$ cat src/rtl/hazard_ctrl.sv
// Pipeline sequencing controller: resolves data-memory wait, load-use and
// redirect conditions into PC / pipeline-register enables, flushes and bubbles.
module hazard_ctrl #(
   parameter int TIMEOUT = 200,
   parameter int WAIT_W  = 8,
   parameter int CNT_W   = 16
) (
   input  logic             clk_i,
   input  logic             rst_i,
   input  logic [4:0]       ifid_rs_i,
   input  logic [4:0]       ifid_rt_i,
   input  logic             ifid_uses_rt_i,
   input  logic             idex_memtoreg_i,
   input  logic [4:0]       idex_rt_i,
   input  logic             branch_taken_i,
   input  logic             jump_i,
   input  logic             dmem_req_i,
   input  logic             dmem_ack_i,
   output logic             pc_write_o,
   output logic             ifid_write_o,
   output logic             ifid_flush_o,
   output logic             idex_write_o,
   output logic             idex_bubble_o,
   output logic             exmem_write_o,
   output logic             memwb_bubble_o,
   output logic             err_o,
   output logic [CNT_W-1:0] stall_cnt_o
);

   typedef enum logic [1:0] {RUN, MEM_WAIT, ERROR} state_t;

   localparam logic [WAIT_W-1:0] TIMEOUT_CNT = WAIT_W'(TIMEOUT);

   state_t            state, stateNext;
   logic [WAIT_W-1:0] waitCnt, waitCntNext;
   logic              freeze;
   logic              loadUse;
   logic              redirect;

   function automatic logic [CNT_W-1:0] satInc(input logic [CNT_W-1:0] v);
      return (v == {CNT_W{1'b1}}) ? v : v + 1'b1;
   endfunction

   always_comb begin
      unique case (state)
         RUN:      freeze = dmem_req_i && !dmem_ack_i;
         MEM_WAIT: freeze = !dmem_ack_i;
         default:  freeze = 1'b1;
      endcase
   end

   // Register $0 never carries a value, so a load targeting it cannot hazard.
   assign loadUse = idex_memtoreg_i && (idex_rt_i != 5'd0) &&
                    ((idex_rt_i == ifid_rs_i) ||
                     (ifid_uses_rt_i && (idex_rt_i == ifid_rt_i)));
   assign redirect = branch_taken_i || jump_i;

   always_comb begin
      stateNext   = state;
      waitCntNext = waitCnt;
      unique case (state)
         RUN: begin
            if (dmem_req_i && !dmem_ack_i) begin
               stateNext   = MEM_WAIT;
               waitCntNext = WAIT_W'(1);
            end
         end
         MEM_WAIT: begin
            if (dmem_ack_i) begin
               stateNext   = RUN;
               waitCntNext = '0;
            end else if (waitCnt == TIMEOUT_CNT) begin
               stateNext = ERROR;
            end else begin
               waitCntNext = waitCnt + 1'b1;
            end
         end
         default: stateNext = ERROR;
      endcase
   end

   // Outputs are Mealy so a stall blocks the very cycle it is detected in.
   always_comb begin
      pc_write_o     = 1'b1;
      ifid_write_o   = 1'b1;
      ifid_flush_o   = 1'b0;
      idex_write_o   = 1'b1;
      idex_bubble_o  = 1'b0;
      exmem_write_o  = 1'b1;
      memwb_bubble_o = 1'b0;
      if (rst_i) begin
         pc_write_o     = 1'b0;
         ifid_write_o   = 1'b0;
         idex_write_o   = 1'b0;
         idex_bubble_o  = 1'b1;
         exmem_write_o  = 1'b0;
         memwb_bubble_o = 1'b1;
      end else if (freeze) begin
         pc_write_o     = 1'b0;
         ifid_write_o   = 1'b0;
         idex_write_o   = 1'b0;
         exmem_write_o  = 1'b0;
         memwb_bubble_o = 1'b1;
      end else if (loadUse) begin
         // No flush here: the branch resolves again next cycle with forwarded data.
         pc_write_o    = 1'b0;
         ifid_write_o  = 1'b0;
         idex_bubble_o = 1'b1;
      end else if (redirect) begin
         ifid_flush_o = 1'b1;
      end
   end

   assign err_o = (state == ERROR);

   always_ff @(posedge clk_i or posedge rst_i) begin
      if (rst_i) begin
         state   <= RUN;
         waitCnt <= '0;
      end else begin
         state   <= stateNext;
         waitCnt <= waitCntNext;
      end
   end

   always_ff @(posedge clk_i or posedge rst_i) begin
      if (rst_i) begin
         stall_cnt_o <= '0;
      end else if (!pc_write_o) begin
         stall_cnt_o <= satInc(stall_cnt_o);
      end
   end

endmodule

$ cat config.mk
export PLATFORM = sky130hd
export DESIGN_NAME = hazard_ctrl
export DESIGN_NICKNAME = d
export VERILOG_FILES = /design/src/rtl/hazard_ctrl.sv
export SDC_FILE = /design/constraint.sdc
export NUM_CORES = 1
export LEC_CHECK = 0
export ABC_AREA = 1
export CAP_MARGIN = 25
export CORE_UTILIZATION = 49
export DETAILED_ROUTE_END_ITERATION = 8
export PLACE_DENSITY_LB_ADDON = 0.05
export SETUP_SLACK_MARGIN = 0.2
export SLEW_MARGIN = 0
export SYNTH_ARGS = -nofsm -noshare
export SYNTH_HDL_FRONTEND = slang
export SYNTH_SLANG_ARGS = --single-unit
$ cat constraint.sdc
create_clock -name clk_i -period 1.7 [get_ports clk_i]
set_input_delay 0.17 -clock clk_i [delete_from_list [all_inputs] [get_ports clk_i]]
set_output_delay 0.17 -clock clk_i [all_outputs]
set_load 0.01 [all_outputs]
# After elaboration in Yosys (flattened, before gate mapping)
# Index checks and enable logic that the tools add are counted.
[word_totals]
regBits = 26
inputBits = 23
out_inout_bits = 24
elab_cells = 52
[classes]
n_addsub = 2
eq_ne = 9
muxes = 23
n_bitwise = 2
n_reduce_logical = 13
[op_table]
columns = ["op", "count"]
rows = [
  ["two-way mux 8 bit", 3],
  ["adder 16 x 1 -> 16 bit, second input constant", 1],
  ["equality test 16 bit, second input constant", 1],
  ["one-hot mux 8 bit (2 select lines)", 1],
  ["two-way mux 1 bit", 14],
  ["equality test 5 bit", 2],
  ["adder 8 x 1 -> 8 bit, second input constant", 1],
  ["equality test 8 bit, second input constant", 1],
  ["two-way mux 2 bit", 3],
  ["inequality test 3 bit, second input constant", 2],
  ["nonzero test 5 bit", 1],
  ["logical AND 1 bit", 4],
  ["one-hot mux 2 bit (2 select lines)", 1],
  ["AND reduction 2 bit", 2],
  ["AND reduction 3 bit", 1],
  ["equality test 2 x 1 -> 1 bit, second input constant", 1],
  ["equality test 2 bit, second input constant", 1],
  ["zero test 2 bit", 1],
  ["logical OR 1 bit", 2],
  ["inequality test 2 bit, second input constant", 1],
  ["inverter 1 bit", 2],
  ["one-hot mux 1 bit (2 select lines)", 1],
  ["nonzero test 2 bit", 1],
  ["zero test 1 bit", 1],
]

# Logic depth before layout (Yosys ltp)
# Gate-level depths: netlist of run 1.
[logic_depth]
word_depth = 9
depth_mapped = 12
ltp_nobuf = 11

# Worst setup path after synthesis of run 1
# Ideal clock, no wire load.
[synth_path]
path_type = "flip-flop to output port"
startpoint = "register state[0]"
endpoint = "output port pc_write_o"
arrival_time_ns = 1.466
t_required_ns = 1.530
slack_ns = 0.064
path_stages_with_launch = 11
path_buffers = 3
path_cell_list = "dfrtp_1 -> inv_1 -> nor2_1 -> nor2_1 -> nand2_1 -> nor2_2 -> nand2_1 -> buf_4 -> buf_6 -> inv_1 -> buf_4"
[synth_via]
elab_chain_len = 4
word_cells_on_any_way = 5
cone_classes = "eq/ne (1); mux (3); reduce/logical (1)"
[synth_lines]
columns = ["item", "line_no", "rtl"]
rows = [
  ["start: declaration", "34", "state_t state, stateNext;"],
  ["start signal: assignment", "121", "state <= stateNext;"],
  ["equality test 2 x 1 -> 1 bit or zero test 2 bit (tied branches)", "45", "unique case (state)"],
  ["one-hot mux 1 bit (2 select lines) *", "45", ""],
  ["two-way mux 1 bit * (2 in series)", "-", ""],
  ["end: declaration", "19", "output logic pc_write_o,"],
]
# Mark *: on every way between the ends. The rest lies on a longest branch, timed or not.

# Worst setup path after layout of run 1
[layout_path]
startpoint = "register state[0]"
endpoint = "output port ifid_flush_o"
[layout_via]
elab_chain_len = 4
word_cells_on_any_way = 5
cone_classes = "eq/ne (1); mux (3); reduce/logical (1)"
[layout_lines]
columns = ["item", "line_no", "rtl"]
rows = [
  ["equality test 2 x 1 -> 1 bit or zero test 2 bit (tied branches)", "45", ""],
  ["one-hot mux 1 bit (2 select lines) *", "45", ""],
  ["two-way mux 1 bit *", "98", "end else if (freeze) begin"],
  ["two-way mux 1 bit *", "91", "if (rst_i) begin"],
  ["end: declaration", "21", "output logic ifid_flush_o,"],
]
# Marked as above.

==> key figures, run 1 <==
Synth
  – Post-synthesis simple-gate area fraction: a little over two fifths
  – Syn nets: 303
  – Syn. warnings: 0
  – Post-Synth XOR/XNOR Area: 7.085%
  – Synth top area cells: dfrtp_1 (35%), nand2_1 (20%), nand3_1 (7.8%)
  – Ys async rst share: 100.0%
  – #FFs+latches synth: 26
  – Yosys top cell by area: dfrtp_1
  – Synth Flop Type: dfrtp_1
  – EDFF count, synth: 0
  – Synth Instances: 277
  – Cell area after synthesis: 1854 um^2
  – Main combinational cell family by area after synthesis: simple AND/OR/NAND/NOR gates
  – Netlist cell types: 26
  – Synth top area share: a little over a third
  – Most common cell in the netlist: nand2_1
  – Mapped Avg Cell Area: 6.694 um^2
  – Synth Area in Compound Gates: 3.441%
  – Mux share of post-synthesis cell area: 0%
  – Post-Synth Adder-Cell Area: just over 2%
  – Commonest cells in the synthesized netlist: nand2_1 (101), inv_1 (33), nand3_1 (29)
  – Seq/Total Area, Yosys: 35.09%

Critical path
  – Worst Setup Path Type: reg2out
  – WP data required: approximately 1.5 ns
  – Register-to-Register Setup Slack: 0.17 ns
  – Critical path's most frequent cell: nor2_2
  – Delay-heaviest family, CP: simple AND/OR/NAND/NOR gates
  – Largest stage delay, worst path: 0.41 ns
  – CP Cell Sequence: inv_2, nor2_2, nor2_2, nand2_2, nor2_4, nand2_4, nor2_2, buf_2
  – CP arrival: 1.41 ns
  – CP max stage cell: dfrtp_1
  – Stages on the worst setup path: 8
  – WP buf/inv: 2
  – Worst Setup End Kind: output port
  – Register-to-Register Path Depth: 8
  – Crit Path Max Fanout: 3
  – Critical Path Start Type: flip-flop

Layout
  – Final Cell Area: 2783 um^2
  – Filler instances: 250
  – # diodes: 0
  – Final net count: 376
  – Share of cells above drive strength 1: a little over a fifth
  – Layout area overhead: 50.07%
  – Area of the multi-input gates: 1127 um^2
  – FF/Latch Area: between 600 and 700 um^2

Clock tree
  – Longest Clk Path Bufs: 2
  – CTS clock-pin slew for the worst setup and hold paths: 0.09 ns
  – Clock sinks: 26
  – Hold_buf cts: 0
  – Num CTS Buffers: 3
  – CTS tree: built
  – CTS root buf: clkbuf_8
  – H-Tree Depth: 1
  – Clock latency on the worst-skew pair: 0.28 ns

Status
  – Status: complete, no violations

Pwr
  – Cell Pwr Density: 413.7 nW/um^2
  – Leak: between 0.0015 and 0.002 uW
  – Max VDD drop: approximately 0.42 mV

Global routing
  – Grt ovf: 0
  – Total Routing Usage GR: 23.70%
  – Pin count of the biggest net entering global routing: 27
  – Wire length of the first global-routing pass: 7583 um
  – Vias in the first global route: 1788
  – Initial antenna violation count: 0

Timing
  – Clk_skew: 0.007751 ns
  – RSZ-0062 raised after global routing: true
  – Worst slew margin: 76.30%
  – FMAX: 634.6 MHz
  – Setup TNS: 0 ns
  – Fin crit share: 92.69%
  – Final setup viols: 0
  – Final Hold Vio Count: 0
  – Min cycle time layout: ~1.6 ns
  – Hold Slack: around 0.31 ns
  – Worst slew pin tran: 0.3536 ns
  – Max-slew violation count: 0

Placement
  – Placement Cell Area: 2515 um^2
  – Hpwl dp: 3331 um
  – GPL Wtd Cong: 0.8540
  – Buffers added on ports: 46

Floorplan
  – Die ar.: just over 4000 um^2
  – Die Ht: roughly 64 um
  – # IOs: 47
  – Chip width: around 64 um
  – Core area: 3468 um^2
  – Initial core utilization: 53.46%
  – Cell Rows: 21

Drt
  – 1st-iter DRT viols: 85
  – Routed length per instance: 12.58 um
  – Final ANT Viol Nets: 0
  – DRC viols: 0
  – Via count: 1995
  – TritonRoute pass-1 iters: 4
  – WL final: 4968 um
  – Via/cell ratio: roughly 5.1

Job
  – Max_cap viols: 0

Worst hold path
  – Hold depth: 4
  – Hold Crit Class: in2reg
[through the flow]
step	power [uW]	std cells	worst slack, ns	utilization, %
2_1_floorplan	676.5	277	0.1924	-
3_3_place_gp	751.4	383	-0.3522	72.51
3_5_place_dp	752.7	383	-0.3931	72.51
4_1_cts	1154	388	0.1109	74.49
5_1_grt	1185	395	0.03724	80.23
6_report	1151	395	0.1243	80.23
[worst register-to-register path: stages (launching register included)]
cell	delay [ns]
dfrtp_1	0.36
nand2_1	0.07
nor2_2	0.14
nand4_1	0.17
nor2_2	0.17
nand3_4	0.19
buf_12	0.20
nand3_1	0.08
nand2_1	0.06
[final cells by class]
cell class	instances	area share, %
Sequential cell	26	23.43
Multi-Input combinational cell	207	40.51
Timing Repair Buffer	75	26.93
Tap cell	46	2.068
Clock buffer	4	1.978
Inverter	37	5.081
[cell families (layout without fill, tap and decap cells)]
group | after synthesis | after routing
fa+ha+maj | 3 | 3
compound gates | 12 | 12
flops | 26 | 26
simple gates | 177 | 177
buf+inv | 44 | 116
xor+xnor | 15 | 15
[routing by layer]
| metal | vias to the layer above | track usage (%) | wire (um) | share of wire (%) |
|---|---|---|---|---|
| li1 | 1011 | - | - | - |
| met1 | 909 | 31.09 | 2186 | 44 |
| met2 | 68 | 39.23 | 2349 | 47 |
| met3 | 7 | 3.080 | 348 | 7.0 |
| met4 | 0 | 9.375 | 83 | 1.7 |
| met5 | - | 0 | 0 | 0 |
[final timing paths]
check / from / to
hold / removal: dmem_ack_i / state[1]
setup reg to reg: stall_cnt_o[3] / stall_cnt_o[6]
max in group asynchronous: rst_i / stall_cnt_o[7]
hold reg to reg: waitCnt[7] / waitCnt[7]
min in group asynchronous: rst_i / stall_cnt_o[3]
setup / recovery: state[0] / ifid_flush_o
[sequential cells by signal, summed over array words and instances (netlist names)]
| signal | flops |
|---|---|
| waitCnt | 8 |
| state | 2 |
| stall_cnt_o | 16 |
[placed cells by master, fill, tap and decap left out, types with 3 or more instances in the layout]
cell             netlist  final
buf_2                  2      3
buf_4                  3     24
buf_6                  2      6
clkbuf_8               0      4
clkdlybuf4s50_1        0     16
dfrtp_1               26     25
dlygate4sd2_1          0      7
dlymetal6s2s_1         0     16
inv_1                 33     31
inv_2                  4      5
nand2_1              101     96
nand2_2                0      3
nand3_1               29     22
nand3_2                0      7
nand4_1                9      9
nor2_1                25     20
nor2_2                 2      6
nor3_1                 4      3
o21ai_0                4      3
o21ai_1                6      6
xnor2_1                5      5
xor2_1                10     10
[report_power, final]
group	total, uW	switching [uW]	internal [uW]
Clock	417	209	208
Combinational	116	57.8	58.2
Sequential	618	0	618
Total	1150	267	884
[timing repair]
action	in CTS	in global routing
buffers inserted	1	6
cloned	0	1
setup endpoints to repair	32	37
pin swaps	7	22
gates resized for setup	46	37
(Power assumes the default switching activity.)
==> run 2: changes to the inputs <==
Settings changed: CORE_MARGIN set to 4.
==> run 2 against run 1 <==
Against the previous run: hold slack improved by 0.051 ns; clock skew down 0.0035 ns; setup slack better by 0.0035 ns; combinational power is essentially flat; sequential share of layout area decreased by 0.31 points; global-route usage down 4.8 points; sequential power barely moved; via count grew 3.4%; cell count up 3.0%; maximum frequency up 0.23%; die area increased by 20%; highest routed layer unchanged.
==> key figures, run 2 (same netlist as run 1, synthesis figures left out) <==
Status
  – Status: complete, no violations

Timing
  – Max-slew violation count: 0
  – Worst slew pin tran: 0.3398 ns
  – Clk_skew: 0.004226 ns
  – Fin crit share: 92.48%
  – Worst slew margin: between 70% and 80%
  – Final Hold Vio Count: 0
  – FMAX: 636.1 MHz
  – Min cycle time layout: 1.572 ns
  – RSZ-0062 raised after global routing: true
  – Setup TNS: 0 ns
  – Final setup viols: 0

Critical path
  – CP arrival: 1.75 ns
  – Critical Path Start Type: flip-flop
  – Crit Path Max Fanout: 15
  – WP data required: 1.88 ns
  – Worst Setup End Kind: flip-flop
  – Worst Setup Path Type: reg2reg

Clock tree
  – Clock latency on the worst-skew pair: 0.27 ns
  – Clock sinks: 26
  – CTS root buf: clkbuf_8
  – Num CTS Buffers: 3
  – Longest Clk Path Bufs: 2
  – CTS clock-pin slew for the worst setup and hold paths: about 0.09 ns
  – CTS tree: built
  – H-Tree Depth: 1

Global routing
  – Wire length of the first global-routing pass: ~7600 um
  – Initial antenna violation count: 0
  – Total Routing Usage GR: 18.89%
  – Grt ovf: 0
  – Vias in the first global route: 1819
  – Pin count of the biggest net entering global routing: 27

Pwr
  – Max VDD drop: 0.3732 mV
  – Leak: around 0.0015 uW
  – Cell Pwr Density: 383.7 nW/um^2

Layout
  – Top flop regs: stall_cnt_o x16, waitCnt x8, state x2
  – Fin cells: 407
  – Commonest non-fill, non-tap cell in the layout: nand2_1
  – Area of the multi-input gates: 1105 um^2
  – FF/Latch Area: 654.4 um^2
  – Fin util: 77.31%
  – # diodes: 0
  – Layout area overhead: 52.63%
  – Largest register FFs: 16
  – Final net count: 387
  – Share of cells above drive strength 1: between 20% and 30%
  – Filler instances: 282
  – Most frequent cells in the layout: nand2_1 (96), buf_4 (33), inv_1 (31)
  – Top reg by flops: stall_cnt_o

Drt
  – WL final: 5174 um
  – Routed length per instance: 12.71 um
  – Via/cell ratio: 5.066
  – Via count: 2062
  – Final ANT Viol Nets: 0
  – 1st-iter DRT viols: about 90
  – TritonRoute pass-1 iters: 4
  – DRC viols: 0

Floorplan
  – Initial core utilization: 50.65%
  – # IOs: 47
  – Cell Rows: 22
  – Core area: 3661 um^2
  – Die ar.: 4832 um^2
  – Die Ht: 69.52 um
  – Chip width: 69.52 um

Placement
  – GPL Wtd Cong: 0.9283
  – Buffers added on ports: 46
  – Total placed cells including tap cells: 383
  – Hpwl dp: 3404 um

Worst hold path
  – Hold Crit Class: in2async

Job
  – Max_cap viols: 0
run 2: cell count changes in the layout (fill, tap and decap cells not counted), sizes merged:
cell           delta
clkdlybuf4s50     +5
nand2             +1
dlygate4sd2       +1
buf              +10
dlymetal6s2s      -7
run 2: critical path, stage by stage, from the launching register on:
cell	delay, ns
dfrtp_1	0.39
inv_1	0.07
nor2_2	0.05
nor2_2	0.09
nand2_2	0.08
nor2_4	0.14
nand2_4	0.09
buf_4	0.15
buf_12	0.15
buf_4	0.15
nand3_1	0.07
nand2_1	0.05
run 2: what timing repair did:
action / CTS / global route
pin swaps: 7 / 14
cloned: 0 / 2
setup endpoints to repair: 28 / 39
setup buffers: 3 / 16
resized for setup: 45 / 33
hold buffers: 0 / 0
run 2: power by group:
part	internal [uW]	switching, uW
Sequential	618	0
Combinational	57.3	56.4
Clock	159	195
run 2: metrics by stage:
stage	setup WS [ns]	instance area [um^2]	total power (uW)	hold slack [ns]
after CTS	0.1234	2542	1096	0.3681
after detailed placement	-0.3646	2490	752.5	0.5149
after global routing	0.01147	2830	1132	0.4186
after floorplan	0.1924	1879	676.5	0.2159
final	0.1278	2830	1086	0.3623
after global placement	-0.3570	2490	750.6	0.5000
run 2: layer usage:
metal	vias to the layer above	wire length, um	global-route usage [%]
met1	954	1993	20.69
met5	-	0	0
met3	14	225	3.333
met2	57	2831	36.76
li1	1037	-	-
met4	0	124	4.989
run 2: final cells by class:
class                           count  area share [%]
Timing Repair Buffer               85           29.27
Multi-Input combinational cell    208           39.04
Clock buffer                        3           1.459
Tap cell                           48           2.122
Inverter                           37           4.996
Sequential cell                    26           23.12
run 2: path summary, 6_finish.rpt:
check	from	end	slack, ns	cells after the start
max in group asynchronous	rst_i	stall_cnt_o[10]	1.06	3
worst min register to register	waitCnt[1]	waitCnt[1]	0.53	2
worst min-delay path	rst_i	state[1]	0.36	3
worst max register to register	state[0]	stall_cnt_o[0]	0.13	11
worst max-delay path	state[0]	stall_cnt_o[0]	0.13	11
min in group clk_i	dmem_ack_i	waitCnt[6]	0.40	4
==> run 3: changes to the inputs <==
Settings changed: CAP_MARGIN 25 to unset.
==> results of run 3 <==
Same layout as run 2: the final DEF is identical, and so are final timing and power.
